[src/rtl/arb_pkg.sv]
// arb_pkg: shared encodings for the IF/MEM memory port arbiter
package arb_pkg;
  localparam logic [1:0] ST_IDLE = 2'd0;
  localparam logic [1:0] ST_ACCESS = 2'd1;
  localparam logic [1:0] ST_RESP = 2'd2;
  localparam logic OWN_IF = 1'b0;
  localparam logic OWN_MEM = 1'b1;
  localparam logic SZ_BYTE = 1'b0;
  localparam logic SZ_WORD = 1'b1;
  typedef struct packed {
    logic owner;
    logic rw;
    logic size;
    logic err;
  } req_attr_t;
endpackage

[src/rtl/mem_port_arbiter_if.sv]
// mem_port_arbiter_if: fetch, load/store and memory-side signals of the shared port
interface mem_port_arbiter_if #(
  parameter int AW = 8,
  parameter int DW = 32
);
  logic          if_req;
  logic [AW-1:0] if_addr;
  logic [DW-1:0] if_rdata;
  logic          if_done;
  logic          if_stall;
  logic          mem_req;
  logic          mem_rw;
  logic          mem_size;
  logic [AW-1:0] mem_addr;
  logic [DW-1:0] mem_wdata;
  logic [DW-1:0] mem_rdata;
  logic          mem_done;
  logic          mem_err;
  logic          mem_stall;
  logic          ram_en;
  logic          ram_rw;
  logic          ram_size;
  logic [AW-1:0] ram_addr;
  logic [DW-1:0] ram_wdata;
  logic [DW-1:0] ram_rdata;
  modport slave (
    input  if_req, if_addr, mem_req, mem_rw, mem_size, mem_addr, mem_wdata, ram_rdata,
    output if_rdata, if_done, if_stall, mem_rdata, mem_done, mem_err, mem_stall,
    output ram_en, ram_rw, ram_size, ram_addr, ram_wdata
  );
  modport master (
    output if_req, if_addr, mem_req, mem_rw, mem_size, mem_addr, mem_wdata, ram_rdata,
    input  if_rdata, if_done, if_stall, mem_rdata, mem_done, mem_err, mem_stall,
    input  ram_en, ram_rw, ram_size, ram_addr, ram_wdata
  );
endinterface

[src/rtl/arb_lat_counter.sv]
// arb_lat_counter: loadable down-counter with zero flag for memory access latency
module arb_lat_counter #(
  parameter int W = 1
) (
  input  logic         clk,
  input  logic         reset,
  input  logic         load,
  input  logic [W-1:0] load_val,
  input  logic         dec,
  output logic         zero
);
  logic [W-1:0] cnt;
  assign zero = cnt == '0;
  always_ff @(posedge clk or negedge reset) begin
    if (!reset) cnt <= '0;
    else if (load) cnt <= load_val;
    else if (dec) cnt <= cnt - 1'b1;
  end
endmodule

[src/rtl/mem_port_arbiter.sv]
// mem_port_arbiter: shares one memory port between instruction fetch and load/store
module mem_port_arbiter
  import arb_pkg::*;
#(
  parameter int LAT = 1,
  parameter int STARVE_MAX = 3
) (
  input logic               clk,
  input logic               reset,
  mem_port_arbiter_if.slave bus
);
  localparam int CW = $clog2(LAT) + 1;
  localparam int WW = $clog2(STARVE_MAX + 2);
  logic [1:0]    state;
  req_attr_t     attr;
  logic [WW-1:0] wait_cnt;
  logic          force_if;
  logic          grant_mem;
  logic          grant_if;
  logic          misalign;
  logic          cnt_zero;
  always_comb begin
    force_if = STARVE_MAX != 0 && wait_cnt == WW'(STARVE_MAX);
    grant_mem = state == ST_IDLE && bus.mem_req && !(bus.if_req && force_if);
    grant_if = state == ST_IDLE && bus.if_req && !grant_mem;
    misalign = bus.mem_size == SZ_WORD && bus.mem_addr[1:0] != 2'b00;
  end
  // Done/err are Moore outputs of RESP so an async reset clears them immediately
  assign bus.ram_en = state == ST_ACCESS;
  assign bus.if_done = state == ST_RESP && attr.owner == OWN_IF;
  assign bus.mem_done = state == ST_RESP && attr.owner == OWN_MEM;
  assign bus.mem_err = bus.mem_done && attr.err;
  assign bus.if_stall = bus.if_req && !bus.if_done;
  assign bus.mem_stall = bus.mem_req && !bus.mem_done;
  arb_lat_counter #(.W(CW)) u_lat (
    .clk     (clk),
    .reset   (reset),
    .load    (grant_if || (grant_mem && !misalign)),
    .load_val(CW'(LAT - 1)),
    .dec     (state == ST_ACCESS && !cnt_zero),
    .zero    (cnt_zero)
  );
  always_ff @(posedge clk or negedge reset) begin
    if (!reset) begin
      state <= ST_IDLE;
      attr <= '0;
      wait_cnt <= '0;
      bus.ram_addr <= '0;
      bus.ram_rw <= 1'b0;
      bus.ram_size <= 1'b0;
      bus.ram_wdata <= '0;
      bus.if_rdata <= '0;
      bus.mem_rdata <= '0;
    end else begin
      if (grant_if) wait_cnt <= '0;
      else if (grant_mem && bus.if_req && wait_cnt != WW'(STARVE_MAX)) wait_cnt <= wait_cnt + 1'b1;
      if (grant_mem || grant_if) begin
        state <= grant_mem && misalign ? ST_RESP : ST_ACCESS;
        attr <= '{owner: grant_mem, rw: grant_mem && bus.mem_rw,
                  size: grant_mem ? bus.mem_size : SZ_WORD, err: grant_mem && misalign};
        bus.ram_addr <= grant_mem ? bus.mem_addr : bus.if_addr;
        bus.ram_rw <= grant_mem && bus.mem_rw;
        bus.ram_size <= grant_mem ? bus.mem_size : SZ_WORD;
        if (grant_mem) bus.ram_wdata <= bus.mem_wdata;
      end else if (state == ST_ACCESS && cnt_zero) begin
        state <= ST_RESP;
        if (attr.owner == OWN_IF) bus.if_rdata <= bus.ram_rdata;
        else if (!attr.rw) bus.mem_rdata <= bus.ram_rdata;
      end else if (state == ST_RESP) begin
        state <= ST_IDLE;
      end
    end
  end
endmodule
[src/flat_wrapper.sv]
// flat-port wrapper written by rule: the top's interface ports become plain ports
module mem_port_arbiter_flat import arb_pkg::*;
#(
  parameter int LAT = 1,
  parameter int STARVE_MAX = 3
)
  (clk, reset, bus_if_req, bus_if_addr, bus_mem_req, bus_mem_rw, bus_mem_size, bus_mem_addr, bus_mem_wdata, bus_ram_rdata, bus_if_rdata, bus_if_done, bus_if_stall, bus_mem_rdata, bus_mem_done, bus_mem_err, bus_mem_stall, bus_ram_en, bus_ram_rw, bus_ram_size, bus_ram_addr, bus_ram_wdata);
  mem_port_arbiter_if bus_i ();
  input logic clk;
  input logic reset;
  input wire logic [$bits(bus_i.if_req)-1:0] bus_if_req;
  input wire logic [$bits(bus_i.if_addr)-1:0] bus_if_addr;
  input wire logic [$bits(bus_i.mem_req)-1:0] bus_mem_req;
  input wire logic [$bits(bus_i.mem_rw)-1:0] bus_mem_rw;
  input wire logic [$bits(bus_i.mem_size)-1:0] bus_mem_size;
  input wire logic [$bits(bus_i.mem_addr)-1:0] bus_mem_addr;
  input wire logic [$bits(bus_i.mem_wdata)-1:0] bus_mem_wdata;
  input wire logic [$bits(bus_i.ram_rdata)-1:0] bus_ram_rdata;
  output wire logic [$bits(bus_i.if_rdata)-1:0] bus_if_rdata;
  output wire logic [$bits(bus_i.if_done)-1:0] bus_if_done;
  output wire logic [$bits(bus_i.if_stall)-1:0] bus_if_stall;
  output wire logic [$bits(bus_i.mem_rdata)-1:0] bus_mem_rdata;
  output wire logic [$bits(bus_i.mem_done)-1:0] bus_mem_done;
  output wire logic [$bits(bus_i.mem_err)-1:0] bus_mem_err;
  output wire logic [$bits(bus_i.mem_stall)-1:0] bus_mem_stall;
  output wire logic [$bits(bus_i.ram_en)-1:0] bus_ram_en;
  output wire logic [$bits(bus_i.ram_rw)-1:0] bus_ram_rw;
  output wire logic [$bits(bus_i.ram_size)-1:0] bus_ram_size;
  output wire logic [$bits(bus_i.ram_addr)-1:0] bus_ram_addr;
  output wire logic [$bits(bus_i.ram_wdata)-1:0] bus_ram_wdata;
  assign bus_i.if_req = bus_if_req;
  assign bus_i.if_addr = bus_if_addr;
  assign bus_i.mem_req = bus_mem_req;
  assign bus_i.mem_rw = bus_mem_rw;
  assign bus_i.mem_size = bus_mem_size;
  assign bus_i.mem_addr = bus_mem_addr;
  assign bus_i.mem_wdata = bus_mem_wdata;
  assign bus_i.ram_rdata = bus_ram_rdata;
  assign bus_if_rdata = bus_i.if_rdata;
  assign bus_if_done = bus_i.if_done;
  assign bus_if_stall = bus_i.if_stall;
  assign bus_mem_rdata = bus_i.mem_rdata;
  assign bus_mem_done = bus_i.mem_done;
  assign bus_mem_err = bus_i.mem_err;
  assign bus_mem_stall = bus_i.mem_stall;
  assign bus_ram_en = bus_i.ram_en;
  assign bus_ram_rw = bus_i.ram_rw;
  assign bus_ram_size = bus_i.ram_size;
  assign bus_ram_addr = bus_i.ram_addr;
  assign bus_ram_wdata = bus_i.ram_wdata;
  mem_port_arbiter #(.LAT(LAT), .STARVE_MAX(STARVE_MAX)) u_core (.clk(clk), .reset(reset), .bus(bus_i));
endmodule
[config.mk]
export PLATFORM = sky130hd
export DESIGN_NAME = mem_port_arbiter_flat
export DESIGN_NICKNAME = d
export VERILOG_FILES = /design/src/rtl/arb_pkg.sv /design/src/rtl/mem_port_arbiter_if.sv /design/src/rtl/arb_lat_counter.sv /design/src/rtl/mem_port_arbiter.sv /design/src/flat_wrapper.sv
export SDC_FILE = /design/constraint.sdc
export NUM_CORES = 1
export LEC_CHECK = 0
export BUFFER_PORTS_ARGS = -buffer_cell sky130_fd_sc_hd__buf_2
export CAP_MARGIN = 20
export CORE_MARGIN = 5
export CORE_UTILIZATION = 50
export CTS_CLUSTER_SIZE = 10
export DETAILED_ROUTE_END_ITERATION = 6
export PLACE_DENSITY = 0.84
export SETUP_SLACK_MARGIN = 0.5
export SYNTH_ARGS = -nofsm -noshare
export SYNTH_HDL_FRONTEND = slang
export SYNTH_SLANG_ARGS = --single-unit
[constraint.sdc]
create_clock -name clk -period 3.9 [get_ports clk]
set_input_delay 0.39 -clock clk [delete_from_list [all_inputs] [get_ports clk]]
set_output_delay 0.39 -clock clk [all_outputs]
set_load 0.03 [all_outputs]
; ---- Yosys cells after proc, flatten, opt, wreduce, memory -nomap -nowiden
; Cells that the tools add are included.
; W data, S select, Z words.
[word_totals]
register_bits = 114
wordCells = 64
inputBits = 86
output_inout_bits = 112
[op_classes]
bitwise_logic = 4
add_sub_neg = 2
reduce_logical = 33
eq_ne = 4
mux = 10
[ops]
columns = op, n
row1 = $logic_and A1 B1 Y1, 18
row2 = $mux W2, 4
row3 = $mux W8, 1
row4 = $mux W3, 2
row5 = $reduce_bool A2 Y1, 3
row6 = $logic_not A1 Y1, 5
row7 = $not A1 Y1, 4
row8 = $reduce_and A4 Y1, 1
row9 = $add A3 B1 Y3 const B, 1
row10 = $eq A3 B2 Y1 const B, 1
row11 = $mux W1, 3
row12 = $ne A3 B2 Y1 const B, 1
row13 = $reduce_and A3 Y1, 1
row14 = $reduce_bool A3 Y1, 1
row15 = $eq A2 B1 Y1 const B, 1
row16 = $eq A2 B2 Y1 const B, 1
row17 = $logic_not A2 Y1, 1
row18 = $logic_or A1 B1 Y1, 2
row19 = $reduce_and A2 Y1, 1
row20 = $sub A1 B1 Y1 const B, 1

; ---- Depth between registers and ports, before layout
[logic_depth]
word_depth = 9
mapped_depth = 7
ltp_nobuf = 5

; ---- By module
; From an unflattened synthesis, not the netlist that was laid out.
[unflattened]
cells_unflattened = 288
hier_area_um2 = 4498.1
[by_module_without_submodules]
columns = module, seq_area_each_um2, area_per_inst_um2, cells_each, n_inst
row1 = mem_port_arbiter, 2827.7, 4451.8, 283, 1
row2 = arb_lat_counter, 25.0, 46.3, 5, 1

; ---- Least setup slack after synthesis
; Ideal clock, no wire load.
[synth_timing]
path_kind = register -> output
startpoint = reg u_core.state[1]
endpoint = out bus_if_stall
slack_ns = 1.912
t_arrival_ns = 1.598
t_required_ns = 3.510
path_buffers = 0
path_stages_with_launch = 3
cell_sequence = dfrtp_1 nor3b_1 nor2b_1
[synth_via]
elab_chain_cells = 4
[synth_lines]
columns = element, line_no
row1 = from (decl), mem_port_arbiter.sv:14  ; logic [1:0] state;
row2 = from (signal assigned), mem_port_arbiter.sv:58  ; state <= grant_mem && misalign ? ST_RESP : ST_ACCESS;
row3 = $eq A2 B2 Y1, mem_port_arbiter.sv:30  ; assign bus.if_done = state == ST_RESP && attr.owner == OWN_IF;
row4 = $logic_and A1 B1 Y1, mem_port_arbiter.sv:30
row5 = net bus_if_done, flat_wrapper.sv:20  ; output wire logic [$bits(bus_i.if_done)-1:0] bus_if_done;
row6 = $logic_not A1 Y1, mem_port_arbiter.sv:33  ; assign bus.if_stall = bus.if_req && !bus.if_done;
row7 = $logic_and A1 B1 Y1, mem_port_arbiter.sv:33
row8 = to (decl), flat_wrapper.sv:21  ; output wire logic [$bits(bus_i.if_stall)-1:0] bus_if_stall;
; The timed path passes the listed nets, and every way through them passes these cells.

; ---- Final worst setup path
[layout_timing]
startpoint = reg u_core.state[1]
endpoint = reg u_core.bus.ram_wdata[19]
[layout_via]
elab_chain_cells = 7
elab_cells_between_ends = 8
cone_classes = 8 x reduce/logical
[layout_lines]
columns = element, line_no
row1 = $logic_not A2 Y1 *, "mem_port_arbiter.sv:24, mem_port_arbiter.sv:25"
row2 = $logic_and A1 B1 Y1 (2 in series), mem_port_arbiter.sv:24  ; grant_mem = state == ST_IDLE && bus.mem_req && !(bus.if_req && force_if);
row3 = $logic_not A1 Y1, mem_port_arbiter.sv:25  ; grant_if = state == ST_IDLE && bus.if_req && !grant_mem;
row4 = $logic_and A1 B1 Y1, mem_port_arbiter.sv:25
row5 = $logic_or A1 B1 Y1, mem_port_arbiter.sv:57  ; if (grant_mem || grant_if) begin
row6 = $reduce_and A2 Y1 (no line) *, n/a
row7 = to (signal assigned), mem_port_arbiter.sv:64  ; if (grant_mem) bus.ram_wdata <= bus.mem_wdata;
row8 = to (decl), mem_port_arbiter_if.sv:29  ; output ram_en, ram_rw, ram_size, ram_addr, ram_wdata
; Every way passes the cells marked *; elsewhere a longest branch is shown, timed or not.
; A chain may end at the register's enable or synchronous reset.

==> metrics <==
clk slew on worst S/H paths=roughly 0.060 ns; Root Buffer Master=clkbuf_8; final WL=between 10,000 and 15,000 um; Post-synth EDFFs=0; gr ovfl total=0; #FFs+latches synth=about 110; Mapped Cells=287; ys async rst share=between 90% and 100%; vias per inst=slightly above 5; GPL Wtd Cong=~0.80; clock latency on the worst-skew pair=about 0.50 ns; CP Data Arrival Time=around 2.7 ns; CTS buffer count=17; reg2reg setup slack=around 1.5 ns; worst-path fanout max=42; Synth area leaders=dfrtp_1, mux2_1, mux2_2, buf_6, a221o_1; CTS tree=built; # Max-Cap Violations=0; Worst R2R End=u_core.bus.ram_wdata[19]; total power=roughly 6.5 mW; RSZ-0062 raised after global routing=false; antenna viol nets, final=0; syn nets=375; Final Hold Fails=0; worst hold slack=0.1213 ns; Final period util=between 60% and 70%; Clock Tree Buf Depth=2; Initial Utilization=51.48%; Final HPWL DP=7694 um; drt pass-1 iters=4; die area=~11,000 um^2; vias in the first global route=3,501; worst path required time=4.27 ns; clock tree sinks=~110; Synth Cell Area=around 4500 um^2; cts hold-fix bufs=0; area of the core=roughly 8800 um^2; LEAKAGE=between 3 and 4 nW; die width=105.0 um; largest net degree at the start of global routing=between 80 and 90; dominant synthesized flop cell=dfrtp_1; first-pass GRT wire length=roughly 17,000 um; Clock Skews=0.009723 ns; cell depth of the worst hold path=2; max_slew headroom=34.85%; Hold Crit Class=input port to register; num ports=198; fmax=422.6 MHz; share of cells above drive strength 1=56.04%; Setup crit end kind=register; Ys Warns=0; measured slew at the worst slew-check pin=between 0.9 and 1 ns; GRT Overall Usage=19.32%; post-CTS setup buffers=0; commonest cells after routing, fill and taps aside=buf_2, dfrtp_1, mux2_1, mux2_2, clkbuf_16; worst r2r src=u_core.state[1]; hold_sp=bus_mem_wdata[6]; most common cell after layout, fill and taps aside=buf_2; routed vias=approximately 3,200; iteration-0 DRC count of the detailed router=133; nets=between 500 and 600; WS Path Type=register to register; Die Y=105.0 um; register area share after synthesis=a little over three fifths; final routed DRC violation total=0; max-slew violations=0; min cycle time layout=2.366 ns; power per cell area=roughly 1100 nW/um^2; H-tree levels=4; ANT cells=0; Port Buf Inserts=slightly below 200; status=finished, final reports clean; Synth Area per Inst=about 16 um^2; area delta synth->final=36.63%; post-synth top area share=between 60% and 70%; area leader, netlist=dfrtp_1; post_cts resized=0; Synth cell types=35; setup TNS=0 ns; fill count=602; initial antenna violation count=0; number of cell rows=34; Reg2Reg Depth=4; WL per Instance=16.96 um; Hold Path Sink=u_core.bus.ram_wdata[6]; Worst setup SP type=register; Max rail drop VDD=approximately 0.53 mV; Final setup viols=0
[Yosys cell counts, drive strengths merged (3+ instances only)]
cell type / count
a21boi: 8
inv: 4
nor2: 3
dfrtp: 114
mux2: 96
nor2b: 3
a221o: 8
buf: 13
nand2: 7
o21ai: 3
a21oi: 3
[layout make-up]
type                       instances  area (um^2)  share of cell area, %
timing repair buffer             201         1041                  16.89
multi-input combinational        154         1514                  24.56
clock inverter                    14        178.9                  2.902
clock buffer                      18        427.9                  6.941
sequential                       114         2853                  46.28
tap                              108        135.1                  2.192
inverter                           4        15.01                 0.2436
[worst max-delay path: stages (launching register included)]
cell	delay, ns
dfrtp_1	0.45
nor2_1	0.67
and3_1	0.26
buf_4	0.44
mux2_2	0.40
[registers in the layout (all words and copies together) (netlist names)]
signal                flops
u_core.state              2
u_core.bus.if_rdata      32
u_core.bus.ram_rw         1
u_core.bus.ram_wdata     32
u_core.bus.ram_addr       8
u_core.wait_cnt           3
u_core.u_lat.cnt          1
u_core.attr               2
u_core.bus.mem_rdata     32
u_core.bus.ram_size       1
[per-stage QoR]
stage | utilization, % | worst slack, ns | instance area, um^2 | cells
after floorplan | - | 1.912 | 4512 | 287
after global placement | 62.99 | 1.605 | 5520 | 579
after detailed placement | 62.99 | 1.532 | 5520 | 579
after CTS | 69.92 | 1.522 | 6127 | 611
after global routing | 70.35 | 1.391 | 6165 | 613
final | 70.35 | 1.534 | 6165 | 613
[report_power, final]
group / switching [mW] / total, mW / internal (mW)
sequential: 0.309 / 2.09 / 1.78
combinational: 1.88 / 2.88 / 0.997
clock: 0.537 / 1.53 / 0.998
total: 2.73 / 6.50 / 3.77
[worst max path at each step]
stage	startpoint	cells past startpoint	endpoint
2_1_floorplan	u_core.state[1]	2	bus_if_stall
3_3_place_gp	u_core.state[1]	4	u_core.bus.ram_wdata[9]
3_5_place_dp	u_core.state[1]	4	u_core.bus.ram_wdata[19]
4_1_cts	u_core.state[1]	4	u_core.bus.ram_wdata[15]
5_1_grt	u_core.state[1]	4	u_core.bus.ram_wdata[25]
6_report	u_core.state[1]	4	u_core.bus.ram_wdata[19]
[routing by layer]
layer	up-vias	part of all wire (%)	global-route usage, %
met5	-	0	0
met4	0	0.66	6.393
met3	4	7.1	5.302
met2	130	53	33.68
met1	1580	40	23.09
li1	1453	-	-
[cells by family after synthesis]
logic type                 share of synthesized area [%]
muxes                                              23.96
DFF                                                63.23
and+or+nand+nor                                    3.411
buffers and inverters                              3.383
AOI/OAI and AO/OA                                  5.464
adders and majority gates                         0.5545
Note: power is estimated with default switching activity, not from simulation.
